`config.mk`:
```
export PLATFORM = sky130hd
export DESIGN_NAME = muldiv_sequencer
export DESIGN_NICKNAME = d
export VERILOG_FILES = /design/src/rtl/muldiv_sequencer.sv
export SDC_FILE = /design/constraint.sdc
export NUM_CORES = 1
export LEC_CHECK = 0
export ABC_AREA = 1
export CORE_ASPECT_RATIO = 0.9
export CORE_MARGIN = 4
export CORE_UTILIZATION = 59
export CTS_CLUSTER_SIZE = 14
export DETAILED_ROUTE_END_ITERATION = 12
export HOLD_SLACK_MARGIN = 0.06
export PLACE_DENSITY = 0.82
export SLEW_MARGIN = 40
export SYNTH_ARGS = -nofsm -noshare
export SYNTH_HDL_FRONTEND = slang
export SYNTH_SLANG_ARGS = --single-unit
```
`constraint.sdc`:
```
create_clock -name clk -period 6.9 [get_ports clk]
set_clock_uncertainty 0.05 [all_clocks]
set_input_delay 0.69 -clock clk [delete_from_list [all_inputs] [get_ports clk]]
set_output_delay 0.69 -clock clk [all_outputs]
set_load 0.01 [all_outputs]
```
`src/rtl/muldiv_sequencer.sv`:
```
// Sequential 32x32 multiply / restoring divide unit with HI/LO result registers.
// Optional divide support is enabled by defining MULDIV_DIVIDE_EN.
module muldiv_sequencer (
    input  logic        clk,
    input  logic        reset,
    input  logic        start,
    input  logic [1:0]  op,
    input  logic [31:0] operand_a,
    input  logic [31:0] operand_b,
    input  logic        flush,
    output logic        busy,
    output logic        stall_pipeline,
    output logic        done,
    output logic [31:0] hi,
    output logic [31:0] lo,
    output logic        div_error
);

    typedef enum logic [1:0] {IDLE, CALC, SIGN_FIX, DONE} state_t;

    state_t      r_state;
    logic [4:0]  r_cnt;
    logic [63:0] r_p;
    logic [31:0] r_b;
    logic        r_sa;
    logic        r_sb;
    logic [31:0] r_hi;
    logic [31:0] r_lo;
    logic        r_busy;
    logic        r_done;
    logic        r_err;

    logic        w_a_neg;
    logic        w_b_neg;
    logic [31:0] w_a_mag;
    logic [31:0] w_b_mag;
    logic [32:0] w_sum;
    logic [63:0] w_mul_next;
    logic [63:0] w_step;
    logic [63:0] w_prod_neg;
    logic [31:0] w_fix_hi;
    logic [31:0] w_fix_lo;
    logic        w_accept;
    logic        w_bad;

    assign w_a_neg = ~op[0] & operand_a[31];
    assign w_b_neg = ~op[0] & operand_b[31];
    assign w_a_mag = w_a_neg ? -operand_a : operand_a;
    assign w_b_mag = w_b_neg ? -operand_b : operand_b;

    // Shift-add: low half holds the unconsumed multiplier bits.
    assign w_sum = r_p[0] ? ({1'b0, r_p[63:32]} + {1'b0, r_b})
                          : {1'b0, r_p[63:32]};
    assign w_mul_next = {w_sum, r_p[31:1]};
    assign w_prod_neg = -r_p;

    assign w_accept = start & ~flush;

`ifdef MULDIV_DIVIDE_EN
    logic        r_div;
    logic [32:0] w_rem_sh;
    logic [32:0] w_diff;
    logic [63:0] w_div_next;

    // Restoring step: remainder in upper half, quotient shifts into lower half.
    assign w_rem_sh   = {r_p[63:32], r_p[31]};
    assign w_diff     = w_rem_sh - {1'b0, r_b};
    assign w_div_next = w_diff[32] ? {w_rem_sh[31:0], r_p[30:0], 1'b0}
                                   : {w_diff[31:0], r_p[30:0], 1'b1};
    assign w_step     = r_div ? w_div_next : w_mul_next;
    assign w_bad      = op[1] & (operand_b == 32'd0);

    always_comb begin
        w_fix_hi = r_p[63:32];
        w_fix_lo = r_p[31:0];
        if (r_div) begin
            if (r_sa ^ r_sb) w_fix_lo = -r_p[31:0];
            if (r_sa)        w_fix_hi = -r_p[63:32];
        end else if (r_sa ^ r_sb) begin
            w_fix_hi = w_prod_neg[63:32];
            w_fix_lo = w_prod_neg[31:0];
        end
    end
`else
    assign w_step = w_mul_next;
    assign w_bad  = op[1];

    always_comb begin
        w_fix_hi = r_p[63:32];
        w_fix_lo = r_p[31:0];
        if (r_sa ^ r_sb) begin
            w_fix_hi = w_prod_neg[63:32];
            w_fix_lo = w_prod_neg[31:0];
        end
    end
`endif

    always_ff @(posedge clk or posedge reset) begin
        if (reset) begin
            r_state <= IDLE;
            r_cnt   <= 5'd0;
            r_p     <= 64'd0;
            r_b     <= 32'd0;
            r_sa    <= 1'b0;
            r_sb    <= 1'b0;
            r_hi    <= 32'd0;
            r_lo    <= 32'd0;
            r_busy  <= 1'b0;
            r_done  <= 1'b0;
            r_err   <= 1'b0;
`ifdef MULDIV_DIVIDE_EN
            r_div   <= 1'b0;
`endif
        end else begin
            unique case (r_state)
                IDLE: begin
                    r_done <= 1'b0;
                    r_err  <= 1'b0;
                    if (w_accept) begin
                        if (w_bad) begin
                            r_state <= DONE;
                            r_done  <= 1'b1;
                            r_err   <= 1'b1;
`ifdef MULDIV_DIVIDE_EN
                            r_hi    <= operand_a;
                            r_lo    <= 32'hFFFF_FFFF;
`endif
                        end else begin
                            r_state <= CALC;
                            r_busy  <= 1'b1;
                            r_cnt   <= 5'd0;
                            r_p     <= {32'd0, w_a_mag};
                            r_b     <= w_b_mag;
                            r_sa    <= w_a_neg;
                            r_sb    <= w_b_neg;
`ifdef MULDIV_DIVIDE_EN
                            r_div   <= op[1];
`endif
                        end
                    end
                end
                CALC: begin
                    if (flush) begin
                        r_state <= IDLE;
                        r_busy  <= 1'b0;
                    end else begin
                        r_p   <= w_step;
                        r_cnt <= r_cnt + 5'd1;
                        if (r_cnt == 5'd31) r_state <= SIGN_FIX;
                    end
                end
                SIGN_FIX: begin
                    r_busy <= 1'b0;
                    if (flush) begin
                        r_state <= IDLE;
                    end else begin
                        r_state <= DONE;
                        r_done  <= 1'b1;
                        r_err   <= 1'b0;
                        r_hi    <= w_fix_hi;
                        r_lo    <= w_fix_lo;
                    end
                end
                DONE: begin
                    r_state <= IDLE;
                    r_done  <= 1'b0;
                    r_err   <= 1'b0;
                end
            endcase
        end
    end

    assign busy           = r_busy;
    assign done           = r_done;
    assign div_error      = r_err;
    assign hi             = r_hi;
    assign lo             = r_lo;
    assign stall_pipeline = r_busy | (start & (r_state == IDLE) & ~flush);

endmodule

```
# Word-level counts from Yosys, hierarchy flattened
# Index checks and enable logic that the tools add are counted.
[word_totals]
elab_cells = 75
in_bits = 70
latch_bits = 0
rom_bits = 0
out_inout_bits = 68
n_memories = 0
ff_bits = 172
ramBits = 0
[classes]
n_shift = 0
eq_ne = 10
n_addsub = 5
bitwise_logic = 10
reduce_logical = 10
n_mux = 29
n_div = 0
n_mul = 0
magnitude_cmp = 0
[op_table]
columns = ["op", "count"]
rows = [
  ["$mux W64", 3],
  ["$mux W32", 4],
  ["$pmux W64 S2", 1],
  ["$neg A32 Y32", 2],
  ["$neg A64 Y64", 1],
  ["$add A32 B32 Y33", 1],
  ["$mux W33", 1],
  ["$mux W5", 3],
  ["$mux W2", 5],
  ["$ne A2 B2 Y1 const B", 5],
  ["$pmux W5 S2", 1],
  ["$pmux W1 S3", 3],
  ["$pmux W2 S4", 1],
  ["$reduce_and A4 Y1", 2],
  ["$mux W1", 7],
  ["$reduce_and A2 Y1", 3],
  ["$reduce_bool A3 Y1", 2],
  ["$add A5 B1 Y5 const B", 1],
  ["$and A1 B1 Y1", 5],
  ["$eq A5 B5 Y1 const B", 1],
  ["$eq A2 B2 Y1 const B", 2],
  ["$ne A3 B3 Y1 const B", 1],
  ["$not A1 Y1", 3],
  ["$reduce_and A3 Y1", 1],
  ["other kinds (5)", 5],
]

# Depth between registers and ports, before layout
# Gate-level depths: netlist of the first run.
[depth]
word_depth = 6
ltp_mapped = 15
ltp_nobuf = 14

# Least setup slack after synthesis of the first run
# OpenSTA, ideal clock, no wires.
[synth_timing]
path_type = "flip-flop to flip-flop"
start = "register r_p[0]"
end = "register r_hi[14], in the netlist hi[14]"
period_less_slack_ns = 2.308
stages_incl_launch_ff = 14
arrival_time_ns = 2.141
setup_time_ns = 0.117
t_required_ns = 6.733
path_buffers = 2
path_slack_ns = 4.592
path_cell_list = "dfrtp_1 -> inv_2 -> clkbuf_1 -> clkbuf_1 -> ha_1 -> nand3_2 -> nor2_4 -> nand2_4 -> nor2_4 -> nand2_2 -> o21ai_4 -> nand3_1 -> nand3_1 -> nand2_1"
[synth_via]
elab_chain_len = 2
[synth_rtl]
columns = ["item", "line_no", "rtl"]
rows = [
  ["from (decl)", "23", "logic [63:0] r_p;"],
  ["from (signal assigned)", "132", "r_p <= {32'd0, w_a_mag};"],
  ["from (signal assigned)", "147", "r_p <= w_step;"],
  ["$neg A64 Y64", "55", "assign w_prod_neg = -r_p;"],
  ["$mux W32", "91", "if (r_sa ^ r_sb) begin"],
  ["to (signal assigned)", "160", "r_hi <= w_fix_hi;"],
  ["to (decl)", "27", "logic [31:0] r_hi;"],
]
# Every way passes these cells.
# A chain may end at the register's enable or synchronous reset.

# Worst setup path after layout of the first run
[layout_timing]
start = "register r_state[1]"
end = "register r_p[5]"
[layout_via]
elab_chain_len = 3
elab_cells_between_ends = 8
cone_classes = "eq/ne: 4; mux: 1; reduce/logical: 3"
[layout_rtl]
columns = ["item", "line_no", "rtl"]
rows = [
  ["from (decl)", "21", "state_t r_state;"],
  ["from (signal assigned)", "100", "r_state <= IDLE;"],
  ["from (signal assigned)", "121", "r_state <= DONE;"],
  ["from (signal assigned)", "129", "r_state <= CALC;"],
  ["$eq A2 B1 Y1 / $logic_not A2 Y1 (equally long branches)", "115", "unique case (r_state)"],
  ["$ne A2 B2 Y1 (no source line) / $reduce_bool A2 Y1 (equally long branches)", "-", ""],
  ["$reduce_and A4 Y1 (no source line)", "-", ""],
]
# Parallel ways exist; a longest one is shown, timed or not.

==> results of run 1 <==
==> path summary, 6_finish.rpt <==
kind / end / cells after the start / startpoint
setup / recovery: r_p[5]$_DFFE_PP0P_ / 11 / r_state[1]$_DFFE_PP0P_
hold / removal: hi[13]$_DFFE_PP0P_ / 2 / hi[13]$_DFFE_PP0P_
setup reg to reg: r_p[5]$_DFFE_PP0P_ / 11 / r_state[1]$_DFFE_PP0P_
hold reg to reg: hi[13]$_DFFE_PP0P_ / 2 / hi[13]$_DFFE_PP0P_
max in group asynchronous: r_p[0]$_DFFE_PP0P_ / 3 / reset
min in group asynchronous: lo[3]$_DFFE_PP0P_ / 2 / reset
==> per-stage QoR <==
| step | util (%) | power [mW] | area (sq um) | std cells | hold WS (ps) |
|---|---|---|---|---|---|
| after global routing | 69.6 | 7.90 | 15700 | 2572 | 464 |
| after global placement | 66.7 | 6.03 | 15000 | 2540 | 413 |
| final | 69.6 | 7.32 | 15700 | 2572 | 434 |
| after floorplan | - | 4.74 | 13500 | 2160 | 403 |
| after detailed placement | 66.8 | 6.16 | 15000 | 2540 | 420 |
| after CTS | 69.6 | 7.21 | 15700 | 2572 | 439 |
==> synthesized netlist by cell type, types with 7 or more instances <==
cell | number | area (sq um)
nand2_1 | 726 | 2730
inv_1 | 276 | 1040
nor2_1 | 265 | 995
dfrtp_1 | 172 | 4300
nand3_1 | 166 | 831
o21ai_0 | 120 | 601
a21oi_1 | 96 | 480
xor2_1 | 49 | 429
ha_1 | 42 | 526
clkbuf_1 | 29 | 109
buf_2 | 23 | 115
nand4_1 | 20 | 125
a31oi_1 | 17 | 106
nor3_1 | 16 | 80.1
nor2_2 | 15 | 93.8
o21ai_1 | 14 | 70.1
o211ai_1 | 11 | 82.6
o31ai_1 | 11 | 82.6
inv_2 | 9 | 33.8
o22ai_1 | 8 | 50.1
xnor2_1 | 7 | 61.3
==> worst register-to-register path: stages, from the launching register on <==
cell	delay, ps
dfrtp_1	430
inv_1	150
ha_1	180
buf_4	350
inv_2	360
nor2_2	210
inv_2	90
nor2_8	220
nor2_4	50
inv_2	520
o221ai_1	270
o21ai_1	130
==> sequential cells by signal, summed over array words and instances, names as in the netlist, 2 cells and up <==
register and count:
lo 32, r_state 2, r_cnt 5, r_b 32, r_p 64, hi 32
==> cell type report <==
| cell class | count | area share (%) |
|---|---|---|
| multi-input cells | 1640 | 50.0 |
| inverters | 285 | 6.89 |
| clock inverters | 15 | 1.36 |
| repair buffers | 146 | 9.21 |
| clock buffers | 17 | 2.72 |
| well taps | 297 | 2.37 |
| flip-flops and latches | 172 | 27.5 |
==> cell families (layout without fill, tap and decap cells) <==
logic type | count (synthesis) | count (layout) | share of synthesized area (%)
compound gates | 300 | 300 | 12.3
buf+inv | 348 | 463 | 10.1
flops | 172 | 172 | 31.9
simple gates | 1241 | 1241 | 38.0
fa+ha+maj | 43 | 43 | 4.05
xor+xnor | 56 | 56 | 3.64
==> layer usage <==
| layer | vias up | share of wire [%] | GRT usage (%) |
|---|---|---|---|
| met5 | - | 0 | 0 |
| li1 | 7074 | - | - |
| met3 | 70 | 11 | 6.29 |
| met1 | 6525 | 46 | 49.4 |
| met2 | 692 | 41 | 49.2 |
| met4 | 0 | 2.4 | 8.56 |
==> power breakdown <==
part	leakage, nW	internal [mW]	total, mW	switching (mW)
combinational	5.47	1.54	4.24	2.70
sequential	2.13	1.48	2.05	0.578
clock	0.309	0.532	1.03	0.493
total	7.91	3.55	7.32	3.77
==> metrics.yaml, run 1 <==
reg2reg_slack_ps: 3820
synth-seq-cells: 172
ant_nets: 0
synth_area_per_cell_sq_um: 6.24
cp.required_ps: 7210
drv_slew: 0
die_w_microns: 167
viasPerCell: 5.58
max_stage_delay_ps: 520
grt-ovfl-total: 0
placement_rows: 52
num_antenna_cells: 0
wirelength_microns: 42100
grt_pass1_wl_microns: 67400
netlist_area_sq_um: 13500
rsz0062_at_grt: "false"
grt_pass1_vias: 13100
finalSetupViolations: 0
critPathMostFrequentCell: "inv_2"
critPathMaxFanout: 42
path_delay_family: "buffers and inverters"
post-cts-setup-buffer-count: 0
slew_headroom_pct: 48.1
gp_congestion: 0.981
yosys.cell_types.count: 46
fin_ws_ps: 3820
io_pins: 138
synth-edff-count: 0
grt_usage_pct: 33.0
synth-main-ff-cell: "dfrtp_1"
hold_buffers: 0
worst_setup_path_end_kind: "flip-flop"
first_pass_iters: 8
clk_pin_slew_ps: 80
ctsResizeCount: 0
fillers: 2046
path_buf_inv: 5
arrival_ps: 3400
cp-start-kind: "flip-flop"
hold_viol: 0
clk_latency_ps: 440
regArea_sq_um: 4310
drc: 0
die_h_microns: 151
yosys_warnings: 0
setup_tns_ps: 0
max_freq_mhz: 324
vias: 14400
core_area_sq_um: 22500
hpwl_microns: 32800
cp_slowest_cell: "inv_2"
criticalPathCategory: "flip-flop to flip-flop"
antenna_found_initial: 0
layout.cells.most_common: "nand2_1"
outcome: "completed"
clockBufferDepth: 2
final_cell_mix: "nand2_1 (726), inv_1 (274), nor2_1 (265), dfrtp_1 (171), nand3_1 (166)"
drive_gt1_share_pct: 3.96
wl_per_cell_microns: 16.4
drv_cap: 0
numCtsBuffers: 17
fp.dieArea_sq_um: 25300
nets: 2375
htree_levels: 4
initial_core_util_pct: 59.9
post-place-ws_ps: 3700
port-buffer-count: 137
drtIter0Drc: 1561
p_per_area_nw_per_um2: 467
leakagePower_nw: 7.91
multiInputGateArea_sq_um: 7830
holdCritPathClass: "flip-flop to flip-flop"
path_cells: "inv_1 > ha_1 > buf_4 > inv_2 > nor2_2 > inv_2 > nor2_8 > nor2_4 > inv_2 > o221ai_1 > o21ai_1"
tightest_slew_ps: 777
ir_drop_mv: 0.380
fin_crit_ps: 3080
root_buffer: "clkbuf_16"
syn_inst: 2160
area_growth_syn_to_layout_pct: 16.2
ys_seq_area_share_pct: 31.9
period_share_pct: 44.7
grt_max_degree: 106
cts.sinks: 172
cts_tree: "built"
synth_fp_nets: 2273
async_flop_share_pct: 100
Note: power is estimated with default switching activity, not from simulation.
==> inputs of run 2 (changes only) <==
--- a/config.mk
+++ b/config.mk
@@ -8,11 +8,11 @@
 export ABC_AREA = 1
 export CORE_ASPECT_RATIO = 0.9
 export CORE_MARGIN = 4
-export CORE_UTILIZATION = 59
+export CORE_UTILIZATION = 53
 export CTS_CLUSTER_SIZE = 14
 export DETAILED_ROUTE_END_ITERATION = 12
 export HOLD_SLACK_MARGIN = 0.06
-export PLACE_DENSITY = 0.82
+export PLACE_DENSITY = 0.78
 export SLEW_MARGIN = 40
 export SYNTH_ARGS = -nofsm -noshare
 export SYNTH_HDL_FRONTEND = slang
==> constraint.sdc (replaced) <==
create_clock -name clk -period 2.8 [get_ports clk]
set_clock_uncertainty 0.05 [all_clocks]
set_input_delay 0.28 -clock clk [delete_from_list [all_inputs] [get_ports clk]]
set_output_delay 0.28 -clock clk [all_outputs]
set_load 0.01 [all_outputs]
==> metrics.yaml, run 2 (same netlist as run 1, synthesis figures left out) <==
drtIter0Drc: 1206
fillers: 2386
initial_core_util_pct: 53.7
slew_headroom_pct: 51.3
wirelength_microns: 41300
ir_drop_mv: 0.511
grt_pass1_wl_microns: 65900
rsz0062_at_grt: "false"
cp-start-kind: "flip-flop"
placement_rows: 55
clockBufferDepth: 2
clk_pin_slew_ps: 80
root_buffer: "clkbuf_16"
post-place-ws_ps: 394
clockPowerShare_pct: 13.6
cts_tree: "built"
numCtsBuffers: 17
core_area_sq_um: 25100
area_growth_syn_to_layout_pct: 17.6
num_antenna_cells: 0
first_pass_iters: 7
period_share_pct: 85.1
p_per_area_nw_per_um2: 1130
r2r_cells: 12
p_sw_mw: 9.11
layout.cells.most_common: "nand2_1"
drv_cap: 0
ant_nets: 0
grt_max_degree: 60
htree_levels: 4
regMostFlops: "r_p"
nets: 2388
io_pins: 138
wl_per_cell_microns: 15.7
gp_congestion: 0.996
outcome: "completed"
die_w_microns: 176
multiInputGateArea_sq_um: 7830
reg2reg_slack_ps: 450
leakagePower_nw: 7.97
drv_slew: 0
placed_area_sq_um: 15200
arrival_ps: 2050
seq_power_share_pct: 27.8
holdCritPathClass: "input pin to async pin"
p_int_mw: 8.79
regArea_sq_um: 4300
setup_tns_ps: 0
finalSetupViolations: 0
criticalPathCategory: "flip-flop to output port"
ctsResizeCount: 0
final_area_sq_um: 15900
vias: 14000
fp.dieArea_sq_um: 28100
die_h_microns: 159
grt-ovfl-total: 0
hpwl_microns: 33100
grt_usage_pct: 28.9
viasPerCell: 5.33
cts.sinks: 172
drive_gt1_share_pct: 4.50
hold_buffers: 0
hold_viol: 0
fin_crit_ps: 2380
max_freq_mhz: 420
cp.required_ps: 2470
clk_latency_ps: 440
port-buffer-count: 137
post-cts-setup-buffer-count: 0
critPathMaxFanout: 5
worst_setup_path_end_kind: "output port"
final_cell_mix: "nand2_1 (726), inv_1 (274), nor2_1 (264), dfrtp_1 (172), nand3_1 (166)"
largest_reg_flops: 64
r2r_start: "r_p[34]$_DFFE_PP0P_"
grt_pass1_vias: 12700
fin_ws_ps: 417
drc: 0
antenna_found_initial: 0
tightest_slew_ps: 724
comb_power_share_pct: 58.7
crit_start: "r_state[1]$_DFFE_PP0P_"
swShare_pct: 50.9
reg2reg_to: "r_p[48]$_DFFE_PP0P_"
run 2: critical path, cell delays in order, from the launching register on:
cell and delay (ps):
dfrtp_1 420, inv_1 150, ha_1 250, inv_1 70, o21bai_1 160, clkdlybuf4s50_1 560
run 2: final cells by class:
type | instances | area share, %
Clock buffer | 17 | 2.68
Clock inverter | 15 | 1.20
Inverter | 285 | 6.77
Multi-Input combinational cell | 1640 | 49.4
Sequential cell | 172 | 27.1
Tap cell | 342 | 2.70
Timing Repair Buffer | 159 | 10.2
run 2: metrics by stage:
step	hold WS, ps	std cells	util (%)	total power [mW]
5_1_grt	234	2630	63.2	19.5
4_1_cts	203	2630	63.2	17.7
3_3_place_gp	410	2598	60.7	15.0
2_1_floorplan	373	2160	-	11.7
3_5_place_dp	417	2598	60.7	15.3
6_report	201	2630	63.2	17.9
run 2: power by group through the flow:
stage	clock network [mW]	logic, mW	registers (mW)
global placement	0	10.1	4.90
floorplan	0	7.01	4.67
detailed placement	0	10.3	4.94
global route	2.57	11.8	5.10
finish	2.43	10.5	4.97
CTS	2.45	10.4	4.90
run 2: routing by layer:
layer	part of all wire [%]	up-vias	track usage, %
li1	-	7081	-
met1	47	6300	44.9
met2	41	603	40.7
met3	10	45	6.17
met4	2.3	0	7.80
met5	0	-	0
run 2: worst max-delay path by stage:
stage	end	slack (ps)
after global placement	r_p[59]$_DFFE_PP0P_	460
final	stall_pipeline	420
after CTS	stall_pipeline	410
after floorplan	busy$_DFFE_PP0P_	270
after global routing	stall_pipeline	220
after detailed placement	r_p[59]$_DFFE_PP0P_	390
==> inputs of run 3 (changes only) <==
--- a/config.mk
+++ b/config.mk
@@ -5,14 +5,13 @@
 export SDC_FILE = /design/constraint.sdc
 export NUM_CORES = 1
 export LEC_CHECK = 0
-export ABC_AREA = 1
 export CORE_ASPECT_RATIO = 0.9
-export CORE_MARGIN = 4
-export CORE_UTILIZATION = 53
+export CORE_MARGIN = 5
+export CORE_UTILIZATION = 51
 export CTS_CLUSTER_SIZE = 14
 export DETAILED_ROUTE_END_ITERATION = 12
 export HOLD_SLACK_MARGIN = 0.06
-export PLACE_DENSITY = 0.78
+export PLACE_DENSITY = 0.77
 export SLEW_MARGIN = 40
 export SYNTH_ARGS = -nofsm -noshare
 export SYNTH_HDL_FRONTEND = slang
==> metrics.yaml, run 3 <==
port-buffer-count: 137
swShare_pct: 44.7
async_flop_share_pct: 100
slew_headroom_pct: 60.2
layout.cells.most_common: "nand2_1"
synth_area_leaders: "dfrtp_1 (38%), o21ai_0 (8.9%), nand2_1 (6.6%)"
fp.dieArea_sq_um: 25100
path_delay_family: "simple AND/OR/NAND/NOR gates"
clk_latency_ps: 440
tightest_slew_ps: 595
cp_slowest_cell: "or4_4"
core_area_sq_um: 21700
yosys.cell_types.count: 65
hold_buffers: 0
ys_seq_area_share_pct: 38.3
vias: 10900
largest_reg_flops: 64
die_w_microns: 166
final_cell_mix: "nand2_1 (198), o21ai_0 (197), dfrtp_1 (172), buf_4 (141), clkdlybuf4s50_1 (137)"
post-place-ws_ps: -48.7
drc: 0
clockBufferDepth: 2
dp.cells: 1860
fin_ws_ps: 37.6
leakagePower_nw: 6.33
fin_util_pct: 67.1
fillers: 1836
grt_max_degree: 69
drtIter0Drc: 1152
cp.required_ps: 3050
root_buffer: "clkbuf_16"
synth_area_per_cell_sq_um: 8.26
clk_pin_slew_ps: 80
comb_power_share_pct: 58.4
synth-main-ff-cell: "dfrtp_1"
criticalPathCategory: "flip-flop to flip-flop"
io_pins: 138
regMostFlops: "r_p"
synth_top_area_cell: "dfrtp_1"
reg2reg_to: "hi[26]$_DFFE_PP0P_"
drv_cap: 0
hold_slack_ps: 211
fin_crit_ps: 2760
finalSetupViolations: 0
grt_pass1_wl_microns: 52700
ir_drop_mv: 0.509
r2r_start: "r_p[23]$_DFFE_PP0P_"
drive_gt1_share_pct: 13.4
die_h_microns: 151
first_pass_iters: 6
antenna_found_initial: 0
critPathMaxFanout: 3
drv_slew: 0
critPathMostFrequentCell: "or4_4"
holdCritPathClass: "input pin to async pin"
wl_per_cell_microns: 17.1
cts_tree: "built"
max_freq_mhz: 362
wirelength_microns: 32500
fin_total_pwr_mw: 16.3
initial_core_util_pct: 51.8
gp_congestion: 0.956
placement_rows: 51
yosys_warnings: 0
netlist_area_sq_um: 11200
grt_pass1_vias: 9962
grt_usage_pct: 25.7
placed_area_sq_um: 13900
synth_largest_type_area_fraction_pct: 38.3
arrival_ps: 3010
fin_cells: 1893
clockPowerShare_pct: 14.4
path_cells: "or4_4 > or4_4 > or4_4 > nor3_4 > nand2_2 > o31ai_2 > xor2_1 > o21ai_1"
nets: 1702
rsz0062_at_grt: "true"
viasPerCell: 5.75
ant_nets: 0
outcome: "completed"
synth_fp_nets: 1474
htree_levels: 4
synth.most_common_cell: "o21ai_0"
synth_commonest_cells: "o21ai_0 (200), nand2_1 (199), dfrtp_1 (172), a21oi_1 (117), nor2_1 (102)"
num_antenna_cells: 0
worst_setup_path_end_kind: "flip-flop"
hpwl_microns: 25100
cts.sinks: 172
synth-seq-cells: 172
p_per_area_nw_per_um2: 1120
seq_power_share_pct: 27.2
hold_viol: 0
setup_tns_ps: 0
numCtsBuffers: 17
r2r_cells: 8
grt-ovfl-total: 0
max_stage_delay_ps: 540
final_area_sq_um: 14600
p_sw_mw: 7.27
syn_inst: 1361
period_share_pct: 98.7
reg2reg_slack_ps: 40
area_growth_syn_to_layout_pct: 29.5
synth-edff-count: 0
cp-start-kind: "flip-flop"
path_buf_inv: 0
p_int_mw: 8.99
run 3: cell types whose count changed after synthesis, sizes merged, moves of 31 or more:
cell    delta
o21ai     +67
clkbuf    +38
nand3    -152
nand2    -534
inv      -264
nor2     -184
xor2      +31
xnor2     +57
run 3: final cells by class:
cell class | instances | area (sq um) | area share [%]
well taps | 291 | 364 | 2.50
inverters | 22 | 86.3 | 0.593
clock inverters | 15 | 168 | 1.15
repair buffers | 284 | 2550 | 17.5
multi-input cells | 1092 | 6660 | 45.7
clock buffers | 17 | 425 | 2.92
flip-flops and latches | 172 | 4300 | 29.6
run 3: how the worst max path moves through the flow:
| stage | depth (start not counted) | from | slack, ps | end |
|---|---|---|---|---|
| 2_1_floorplan | 10 | r_p[51]$_DFFE_PP0P_ | 10 | r_p[61]$_DFFE_PP0P_ |
| 3_3_place_gp | 10 | operand_b[8] | -10 | r_b[27]$_DFFE_PP0P_ |
| 3_5_place_dp | 9 | operand_b[8] | -50 | r_b[29]$_DFFE_PP0P_ |
| 4_1_cts | 8 | r_p[23]$_DFFE_PP0P_ | 10 | hi[26]$_DFFE_PP0P_ |
| 5_1_grt | 10 | r_p[37]$_DFFE_PP0P_ | -70 | r_p[62]$_DFFE_PP0P_ |
| 6_report | 8 | r_p[23]$_DFFE_PP0P_ | 40 | hi[26]$_DFFE_PP0P_ |
run 3: kinds of logic after synthesis:
group           count (synthesis)  synth area share [%]
simple gates                  453                  18.6
compound gates                440                  22.7
flops                         172                  38.3
xor+xnor                      144                  11.2
buf+inv                        97                  3.27
fa+ha+maj                      43                  4.85
mux                            12                  1.10
run 3: worst reg2reg max path, delay by kind of cell (launching register included):
| family | cells | cell delay (ps) |
|---|---|---|
| AO/OA/AOI/OAI | 2 | 310 |
| flip-flops | 1 | 390 |
| AND/OR/NAND/NOR | 5 | 1680 |
| XOR/XNOR | 1 | 200 |
run 3: repair_timing:
action | in CTS | in global routing
gates resized for setup | 1 | 14
setup buffers | 0 | 1
cloned | 0 | 0
pin swaps | 1 | 5
endpoints found under the setup margin | 1 | 13
run 3: power groups by stage:
| stage | sequential [mW] | combinational, mW | clock (mW) |
|---|---|---|---|
| 3_3_place_gp | 4.38 | 9.02 | 0 |
| 5_1_grt | 4.54 | 10.5 | 2.50 |
| 2_1_floorplan | 4.46 | 5.44 | 0 |
| 4_1_cts | 4.39 | 9.33 | 2.37 |
| 3_5_place_dp | 4.44 | 9.25 | 0 |
| 6_report | 4.43 | 9.49 | 2.34 |
run 3: metal layers:
metal	part of all wire, %	global-route usage (%)
met4	1.0	5.69
met2	42	37.7
met5	0	0
met1	48	39.4
met3	9.0	5.30
==> patch (flow settings as in run 1) <==
Build with the macro `MULDIV_DIVIDE_EN` defined.
--- a/src/rtl/muldiv_sequencer.sv
+++ b/src/rtl/muldiv_sequencer.sv
@@ -2,2 +2,4 @@
 // Optional divide support is enabled by defining MULDIV_DIVIDE_EN.
+`define MULDIV_DIVIDE_EN
+
 module muldiv_sequencer (
Function: changed (a bounded check fails within 4 cycles, from zero or initial values and one cycle with reset high).
==> patch against run 1 <==
- power increased by 35%
- final area increased by 28%
- routed wire length increased by 67%
- synthesized area increased by 33%
- highest routed layer is now met5
- sequential cell count increased by 1
- global-route usage increased by 8.0 points
- setup slack got worse by 0.88 ns
==> patch: results <==
[logic_synthesis]
yosys-top-cells-area = "nand2_1 (24%), dfrtp_1 (24%), inv_1 (9.2%)"
synth_compound_area_frac = 0.137
syn-num-nets = 3303
yosysUniqueCellTypes = 43
synth.area.mux_share = 0.000627

[timing]
max_freq_mhz = 252
max_slew_margin = 0.456

[cells_and_area]
fin_nets = 3370
fin_area_sq_mm = 0.0201
n_all_buffers = 149
inverters = 449
clockNetworkAreaShare = 0.0285
drive_gt1_frac = 0.0284
final-seq-area_sq_mm = 0.00433
multi_input_area_sq_mm = 0.0115
nonClkBufAreaFrac = 0.0737

[grt]
antenna_found_initial = 2

[critical_path]
cpMaxStageDelayCell = "clkinv_2"
cpPeakStageDelay_ns = 0.83
worst-path-max-fanout = 60
arrival_ns = 4.25

[placed_design]
hpwl_um = 54400
dpl-instance-area_sq_mm = 0.0195
gp_congestion = 1.06

[status]
status = "complete, no violations"
[patch: cell count changes in the layout (fill, tap and decap cells not counted), sizes merged, moves of 8 or more]
cell / run 1 / this run
a21oi: 96 / 217
ha: 42 / 76
inv: 293 / 456
nand2: 734 / 1172
nand3: 169 / 230
nand3b: 4 / 19
nand4: 20 / 29
nor2: 286 / 300
nor3: 16 / 52
o21ai: 136 / 212
o31ai: 11 / 3
xnor2: 7 / 19
xor2: 49 / 37
[patch: path summary, 6_finish.rpt]
path                                        startpoint                  end  cells after the start
max in group asynchronous                        reset    r_div$_DFFE_PP0P_                      3
worst max register to register  r_state[1]$_DFFE_PP0P_   r_p[7]$_DFFE_PP0P_                     10
worst max-delay path            r_state[1]$_DFFE_PP0P_   r_p[7]$_DFFE_PP0P_                     10
worst min-delay path                hi[19]$_DFFE_PP0P_   hi[19]$_DFFE_PP0P_                      2
min in group asynchronous                        reset  r_p[35]$_DFFE_PP0P_                      2
worst min register to register      hi[19]$_DFFE_PP0P_   hi[19]$_DFFE_PP0P_                      2
[patch: through the flow]
| step | hold slack [ns] | util | cells |
|---|---|---|---|
| 2_1_floorplan | 0.409 | - | 3155 |
| 3_3_place_gp | 0.416 | 0.649 | 3605 |
| 3_5_place_dp | 0.414 | 0.650 | 3605 |
| 4_1_cts | 0.440 | 0.669 | 3637 |
| 5_1_grt | 0.460 | 0.669 | 3638 |
| 6_report | 0.437 | 0.670 | 3639 |
[patch: where the power goes]
| part | total [mW] | leakage [nW] | switching (mW) | internal, mW |
|---|---|---|---|---|
| clock network | 0.980 | 0.278 | 0.498 | 0.483 |
| logic | 6.67 | 8.03 | 4.50 | 2.17 |
| registers | 2.19 | 2.11 | 0.747 | 1.45 |
